### config.mk
export PLATFORM = sky130hd
export DESIGN_NAME = seven_seg_scan_driver
export DESIGN_NICKNAME = d
export VERILOG_FILES = /design/src/rtl/seven_seg_scan_driver.sv
export SDC_FILE = /design/constraint.sdc
export NUM_CORES = 1
export LEC_CHECK = 0
export ABC_AREA = 1
export BUFFER_PORTS_ARGS = -buffer_cell sky130_fd_sc_hd__buf_2
export CAP_MARGIN = 20
export CORE_MARGIN = 5
export CORE_UTILIZATION = 60
export CTS_CLUSTER_SIZE = 24
export DETAILED_ROUTE_END_ITERATION = 10
export HOLD_SLACK_MARGIN = 0.12
export PLACE_DENSITY = 0.89
export SYNTH_ARGS = -nofsm -noshare
export SYNTH_HDL_FRONTEND = slang
export SYNTH_SLANG_ARGS = --single-unit
### constraint.sdc
create_clock -name clk -period 2.83 [get_ports clk]
set_clock_uncertainty 0.05 [all_clocks]
set_input_delay 0.4245 -clock clk [delete_from_list [all_inputs] [get_ports clk]]
set_output_delay 0.4245 -clock clk [all_outputs]
set_load 0.02 [all_outputs]
### src/rtl/seven_seg_scan_driver.sv
// ----------------------------------------------------------------------------
// seven_seg_scan_driver
//   Time-multiplexed driver for a 4-digit common-anode 7-segment display.
//   One digit is lit at a time (SHOW window), separated by an all-off BLANK
//   gap to suppress ghosting. New values are captured into pending registers
//   and only become visible at the frame boundary (BLANK->SHOW with idx 3->0),
//   so a frame never mixes old and new data.
//   All outputs are registered and loaded from next-state logic, so seg/dig
//   change on the same edge as the scan state and index.
// ----------------------------------------------------------------------------
module seven_seg_scan_driver #(
    parameter logic [31:0] SCAN_CYCLES  = 32'd12500,  // cycles each digit is lit, >= 1
    parameter logic [31:0] BLANK_CYCLES = 32'd250     // cycles all digits off between digits, >= 1
) (
    input  logic        clk,
    input  logic        rstn,
    input  logic [15:0] digits_i,
    input  logic [3:0]  dp_i,
    input  logic        lz_en_i,
    input  logic        load_i,
    output logic        pending_o,
    output logic        frame_done_o,
    output logic [7:0]  seg,
    output logic [3:0]  dig
);

    // ------------------------------------------------------------------------
    // Types
    // ------------------------------------------------------------------------
    typedef enum logic {
        ST_SHOW  = 1'b0,
        ST_BLANK = 1'b1
    } state_t;

    // One complete display value: four BCD nibbles, decimal points and the
    // leading-zero-suppression enable travel together.
    typedef struct packed {
        logic [15:0] digits;
        logic [3:0]  dp;
        logic        lz_en;
    } disp_t;

    // ------------------------------------------------------------------------
    // Glyph helpers
    // ------------------------------------------------------------------------

    // Active-low segment pattern for one nibble, dp bit off.
    function automatic logic [7:0] glyph_of(input logic [3:0] nib);
        logic [7:0] g;
        case (nib)
            4'd0:    g = 8'hC0;
            4'd1:    g = 8'hF9;
            4'd2:    g = 8'hA4;
            4'd3:    g = 8'hB0;
            4'd4:    g = 8'h99;
            4'd5:    g = 8'h92;
            4'd6:    g = 8'h82;
            4'd7:    g = 8'hD8;
            4'd8:    g = 8'h80;
            4'd9:    g = 8'h90;
            4'd15:   g = 8'hFF;  // explicit blank code
            default: g = 8'h89;  // 10..14 are not BCD: show "H" as an error marker
        endcase
        return g;
    endfunction

    // Full segment pattern for digit n of a display value, including
    // leading-zero suppression and the decimal point.
    function automatic logic [7:0] digit_seg(input disp_t d, input logic [1:0] n);
        logic [3:0] nib;
        logic       zero_prefix;
        logic [7:0] s;
        case (n)
            2'd0: begin
                nib         = d.digits[3:0];
                zero_prefix = (d.digits[3:0] == 4'h0);
            end
            2'd1: begin
                nib         = d.digits[7:4];
                zero_prefix = (d.digits[7:0] == 8'h00);
            end
            2'd2: begin
                nib         = d.digits[11:8];
                zero_prefix = (d.digits[11:0] == 12'h000);
            end
            default: begin
                // Rightmost digit is never suppressed so "0" still shows.
                nib         = d.digits[15:12];
                zero_prefix = 1'b0;
            end
        endcase
        if (d.lz_en && zero_prefix) begin
            s = 8'hFF;
        end else begin
            s = glyph_of(nib);
        end
        // Decimal point is honoured even on suppressed or blank digits.
        if (d.dp[n]) begin
            s[7] = 1'b0;
        end
        return s;
    endfunction

    // ------------------------------------------------------------------------
    // State
    // ------------------------------------------------------------------------
    state_t      state_q, state_d;
    logic [31:0] cnt_q, cnt_d;
    logic [1:0]  idx_q, idx_d;
    logic        boundary;

    disp_t       shown_q, shown_d;
    disp_t       pend_q, pend_d;
    logic        pending_q, pending_d;
    disp_t       in_val;

    logic [7:0]  seg_q, seg_d;
    logic [3:0]  dig_q, dig_d;
    logic        frame_done_q, frame_done_d;

    assign in_val = '{digits: digits_i, dp: dp_i, lz_en: lz_en_i};

    // ------------------------------------------------------------------------
    // Scan FSM next state: alternate SHOW/BLANK windows, advance digit index
    // on each BLANK->SHOW edge and flag the frame boundary (idx 3->0).
    // ------------------------------------------------------------------------
    always_comb begin
        // NOTE: every signal driven here gets a default first, so no path
        // through the case leaves it unassigned and no latch is inferred.
        state_d  = state_q;
        cnt_d    = cnt_q + 32'd1;
        idx_d    = idx_q;
        boundary = 1'b0;
        case (state_q)
            ST_SHOW: begin
                if (cnt_q == SCAN_CYCLES - 32'd1) begin
                    state_d = ST_BLANK;
                    cnt_d   = '0;
                end
            end
            ST_BLANK: begin
                if (cnt_q == BLANK_CYCLES - 32'd1) begin
                    state_d  = ST_SHOW;
                    cnt_d    = '0;
                    idx_d    = idx_q + 2'd1;
                    boundary = (idx_q == 2'd3);
                end
            end
            default: begin
                state_d = ST_BLANK;
                cnt_d   = '0;
            end
        endcase
    end

    // ------------------------------------------------------------------------
    // Display data next state: loads park in the pending registers and are
    // promoted at the boundary; a load in the boundary cycle itself goes
    // straight to the shown registers and wins over any older pending value.
    // ------------------------------------------------------------------------
    always_comb begin
        shown_d   = shown_q;
        pend_d    = pend_q;
        pending_d = pending_q;
        if (boundary) begin
            if (load_i) begin
                shown_d = in_val;
            end else if (pending_q) begin
                shown_d = pend_q;
            end
            pending_d = 1'b0;
        end else if (load_i) begin
            pend_d    = in_val;
            pending_d = 1'b1;
        end
    end

    // ------------------------------------------------------------------------
    // Output next state: computed from the next scan state and next shown
    // value so digit0 of a new frame already carries the new data.
    // ------------------------------------------------------------------------
    always_comb begin
        seg_d        = 8'hFF;
        dig_d        = 4'hF;
        frame_done_d = boundary;
        if (state_d == ST_SHOW) begin
            dig_d = ~(4'b0001 << idx_d);
            seg_d = digit_seg(shown_d, idx_d);
        end
    end

    // ------------------------------------------------------------------------
    // Control and output registers with synchronous active-low reset.
    // ------------------------------------------------------------------------
    always_ff @(posedge clk) begin
        // NOTE: sequential state uses non-blocking assignments so every flop
        // samples the pre-edge values regardless of statement order.
        if (!rstn) begin
            state_q      <= ST_BLANK;
            cnt_q        <= '0;
            idx_q        <= 2'd3;
            shown_q      <= '0;
            pending_q    <= 1'b0;
            seg_q        <= 8'hFF;
            dig_q        <= 4'hF;
            frame_done_q <= 1'b0;
        end else begin
            state_q      <= state_d;
            cnt_q        <= cnt_d;
            idx_q        <= idx_d;
            shown_q      <= shown_d;
            pending_q    <= pending_d;
            seg_q        <= seg_d;
            dig_q        <= dig_d;
            frame_done_q <= frame_done_d;
        end
    end

    // ------------------------------------------------------------------------
    // Pending data register.
    // ------------------------------------------------------------------------
    always_ff @(posedge clk) begin
        // NOTE: no reset on the pending payload; it is only ever consumed
        // while pending_q is set, and pending_q itself is reset.
        pend_q <= pend_d;
    end

    assign seg          = seg_q;
    assign dig          = dig_q;
    assign frame_done_o = frame_done_q;
    assign pending_o    = pending_q;

endmodule

== Word-level counts from Yosys, hierarchy flattened ==
Memories as Yosys holds them, arrays and structs flattened.
Cells that the tools add are included.

* Flip-flop bits (word level): 91
* Input bits: 24
* Output and inout port bits: 14
* Memories kept: 1
* Memory bits (read-only): 112

{| class="wikitable"
|+ Memories
! name !! words !! bits a word !! rd ports !! clocked after memory_dff !! wr ports !! line !! source
|-
| (no name shown) || 16 || 7 || 1 || 0 || 0 || 50 || <nowiki>case (nib)</nowiki>
|}

* Bitwise operators: 4
* Shifts and indexed selects: 1
* Equality and inequality tests: 5
* Muxes and demuxes: 21
* Reductions and logical operators: 9
* Add/subtract/negate cells: 2
* $lt $le $gt $ge: 1

{| class="wikitable"
|+ Operators with widths
! kind !! number
|-
| 2-to-1 mux 32 bit || 2
|-
| one-hot mux 32 bit (2 select lines) || 1
|-
| 2-to-1 mux 21 bit || 3
|-
| adder 32 x 1 -> 32 bit, second input constant || 1
|-
| equality test 32 x 14 -> 1 bit, second input constant || 1
|-
| equality test 32 x 8 -> 1 bit, second input constant || 1
|-
| zero test 12 bit || 1
|-
| one-hot mux 4 bit (3 select lines) || 1
|-
| zero test 8 bit || 1
|-
| 2-to-1 mux 8 bit || 1
|-
| 2-to-1 mux 1 bit || 7
|-
| equality test 2 bit, second input constant || 2
|-
| zero test 4 bit || 1
|-
| 2-to-1 mux 2 bit || 2
|-
| 2-to-1 mux 4 bit || 1
|-
| inverter 4 bit || 1
|-
| OR reduction 2 bit || 2
|-
| << shifter 1 x 2 -> 4 bit, first input constant || 1
|-
| less-than comparator 2 x 3 -> 1 bit, second input constant || 1
|-
| inverter 1 bit || 3
|-
| one-hot mux 1 bit (3 select lines) || 1
|-
| OR reduction 3 bit || 1
|-
| adder 2 x 1 -> 2 bit, second input constant || 1
|-
| binary-select mux 1 bit (select 2 bit) || 1
|-
| other kinds (5) || 5
|}

== Longest topological paths before layout ==
* Depth in word-level cells: 10
* Depth in mapped cells: 20
* Gate-level depth less buffers: 20

== Least setup slack after synthesis ==
No wires, ideal clock.

* Path type: register to register
* Start: register cnt_q[0]
* End: register seg_q[3], in the netlist seg[3]
* Path slack: 352 ps
* Required time: 2659 ps
* Data arrival time: 2307 ps
* Clock period less this slack: 2478 ps
* Path buffers: 1
* Stages on the path, launching flop included: 18
* Cells stage by stage: dfxtp_1 ha_1 nand3_1 nor2_1 nand2_2 nor2_8 nand2_2 inv_2 buf_6 nand2_1 o21ai_1 nor2_1 nor2_2 inv_1 ha_1 nand3b_1 nand3_1 nand3_1

* Word-level cells in the longest chain between the ends: 9
* Elaborated cells between the ends (all ways): 23

{| class="wikitable"
|+ RTL lines
! element !! line !! source
|-
| from (decl) || 108 || <nowiki>logic [31:0] cnt_q, cnt_d;</nowiki>
|-
| from (signal assigned) || 209 || <nowiki>cnt_q <= cnt_d;</nowiki>
|-
| parallel branches: the longest is 9 deep, another holds memory (16 x 7 bit) || -- ||
|-
| to (signal assigned) || 213 || <nowiki>seg_q <= seg_d;</nowiki>
|-
| to (decl) || 117 || <nowiki>logic [7:0] seg_q, seg_d;</nowiki>
|}

Parallel ways; which one is timed is not known. The select of a mux whose other input is x is not followed.
A chain may end at the register's enable or synchronous reset.

== Final worst setup path ==
* Start: register cnt_q[17]
* End: register seg_q[3], in the netlist seg[3]

The elaborated chain is that of the path after synthesis.

==> results.sh <==
export IMPL_grt_max_degree=24
export IMPL_via_count=4053
export IMPL_final_common_cell="nand2_1"
export IMPL_slew_violations=0
export IMPL_coreArea_um2=7330
export IMPL_globalRouteMet1Util_pct=25.2
export IMPL_gp_congestion=0.933
export IMPL_p_per_area_nw_per_um2=462
export IMPL_multiInputGateArea_um2=2250
export IMPL_grt_usage_pct=22.0
export IMPL_critPathCaptureType="register"
export IMPL_cts_tree="yes"
export IMPL_gr_total_overflow=0
export IMPL_p_leak_nw=2.26
export IMPL_ys_types=43
export IMPL_grt_first_pass_wirelength_mm=17.4
export IMPL_hold_viol=0
export IMPL_nets=680
export IMPL_min_from="digits_i[11]"
export IMPL_path_max_fanout=7
export IMPL_hold_buffers=0
export IMPL_syn_to_final_growth_pct=13.0
export IMPL_total_power_w=0.00239
export IMPL_critPathRequiredTime_ns=3.04
export IMPL_fin_area_um2=5180
export IMPL_top_usage_layer="met2"
export IMPL_setup_violations=0
export IMPL_ir_worst_vdd_v=0.000230
export IMPL_grt_pass1_vias=3937
export IMPL_drc=0
export IMPL_io_pins=38
export IMPL_crit_arrival_ns=2.85
export IMPL_syn_area_per_cell_um2=7.63
export IMPL_vias_per_cell=5.39
export IMPL_start_util_pct=62.5
export IMPL_hold_path_class="input port to register"
export IMPL_num_rows=31
export IMPL_seq_area_frac_synth_pct=44.4
export IMPL_hold_slack_ns=0.187
export IMPL_timing_rr_end="seg[3]"
export IMPL_syn_area_um2=4580
export IMPL_routed_wl_mm=10.2
export IMPL_placed_area_um2=4910
export IMPL_diodes=0
export IMPL_port_buffers=37
export IMPL_holdPathStages=1
export IMPL_cts_sinks=91
export IMPL_synth_seq_cells=91
export IMPL_ys_warn_count=0
export IMPL_insertion_delay_ns=0.37
export IMPL_drt_pass1_iterations=6
export IMPL_clk_pin_slew_ns=0.10
export IMPL_period_needed_ns=2.64
export IMPL_start_kind="register"
export IMPL_antenna_found_initial=0
export IMPL_r2r_start="cnt_q[17]"
export IMPL_rr_worst_depth=18
export IMPL_dp_hpwl_mm=7.61
export IMPL_cts_root_buf="clkbuf_8"
export IMPL_htree_levels=3
export IMPL_dieArea_um2=9480
export IMPL_post_place_cells=735
export IMPL_instances_no_fill=752
export IMPL_numCtsBuffers=9
export IMPL_routedWlPerCell_um=13.6
export IMPL_final_cell_mix="132 x nand2_1, 98 x nor2_1, 69 x dfxtp_1"
export IMPL_drive_above_1_share_pct=20.1
export IMPL_min_to="pend_q[16]"
export IMPL_n_fill_cell=537
export IMPL_dr_first_iter_drc_count=240
export IMPL_regArea_um2=2030
export IMPL_worstMarginPinSlew_ns=0.790
export IMPL_fmax_mhz=379
export IMPL_cap_violations=0
export IMPL_die_h_um=97.4
export IMPL_dieWidth_um=97.4
export IMPL_crit_type="register to register"
export IMPL_met2_usage_pct=39.7
export IMPL_min_period_over_period_pct=93.3
export IMPL_status="complete, no violations"
export IMPL_slew_headroom_pct=47.2
export IMPL_synth_nets=632
export IMPL_met3_usage_pct=5.31
export IMPL_clk_path_buf_depth=2
export IMPL_rrSetupSlack_ns=0.19
export IMPL_ant_nets=0
export IMPL_synth_cells=600
==> state kept, by name (all words and copies together) (netlist names) <==
register,flops
cnt_q,32
dig,4
frame_done_o,1
idx_q,2
pend_q,21
pending_o,1
seg,8
shown_q,21
state_q,1
==> per-stage QoR <==
stage	setup WS (ns)	TNS, ns	utilization, %
after CTS	0.0767	0	69.7
final	0.189	0	70.6
after detailed placement	0.0754	0	66.9
after global placement	0.191	0	66.9
after global routing	-0.0318	-0.0318	70.6
after floorplan	0.352	0	-
==> cell families (layout without fill, tap and decap cells) <==
group                    after synthesis  after routing  synth area share [%]
flip-flops                            91             91                  44.4
XOR/XNOR                              12             12                  2.29
buffers and inverters                 89            142                  7.62
AO/OA/AOI/OAI                         60             60                  7.76
adder cells (fa/ha/maj)                8              8                  2.19
AND/OR/NAND/NOR                      340            340                  35.8
==> metal layers <==
metal / routed length, um / vias up
li1: - / 2021
met3: 569 / 18
met4: 204 / 0
met2: 5250 / 120
met1: 4200 / 1894
met5: 0 / -
==> Yosys cell counts (all sizes together) <==
library cell,count,area (um2)
nand2,150,618
nor2,117,546
inv,79,299
dfxtp,70,1400
nand3,45,270
edfxtp,21,631
a21oi,20,104
o21ai,18,97.6
o22ai,13,81.3
nand4,12,90.1
nor3,9,61.3
ha,8,100
xor2,8,70.1
buf,5,31.3
clkbuf,5,18.8
xnor2,4,35.0
nor4,3,25.0
o211ai,3,22.5
a211oi,2,15.0
nand3b,2,15.0
a311oi,1,8.76
a31oi,1,6.26
and2,1,6.26
nor3b,1,7.51
o21bai,1,11.3
o2bb2ai,1,8.76
==> power by group <==
part | leakage (nW) | internal [W] | switching (W)
Combinational | 1.38 | 0.0000380 | 0.0000660
Clock | 0.107 | 0.000424 | 0.000492
Sequential | 0.771 | 0.00136 | 0.0000136
==> what timing repair did <==
action                     CTS  global route
resized for setup            0            16
setup endpoints to repair    0             7
setup buffers                0             1
==> worst max-delay path, stage by stage, from the launching register on <==
cell	delay, ns
dfxtp_1	0.37
inv_1	0.11
nand2_1	0.06
nor2_1	0.10
nand2_1	0.06
nor2_1	0.28
nand3_2	0.15
nand2_2	0.11
nand2_4	0.11
nand2_1	0.11
inv_2	0.06
nand2_1	0.06
nand3_1	0.10
nor2_2	0.11
inv_1	0.07
ha_1	0.28
nand3b_1	0.17
nand3_1	0.09
nand3_1	0.07
==> layout make-up <==
type                            instances  area share [%]
Multi-Input combinational cell        420            43.5
Sequential cell                        91            39.3
Inverter                               79            5.87
Timing Repair Buffer                   47            5.03
Clock buffer                            9            2.39
Tap cell                               99            2.39
Clock inverter                          7            1.57
==> worst max path at each step <==
stage / from / end / slack, ns / cells past startpoint
after floorplan: cnt_q[0] / seg[3] / 0.35 / 17
after CTS: cnt_q[0] / seg[3] / 0.08 / 15
after detailed placement: cnt_q[0] / seg[3] / 0.08 / 15
after global placement: cnt_q[0] / seg[3] / 0.19 / 15
final: cnt_q[17] / seg[3] / 0.19 / 18
after global routing: cnt_q[1] / seg[3] / -0.03 / 19
Note: power is estimated with default switching activity, not from simulation.
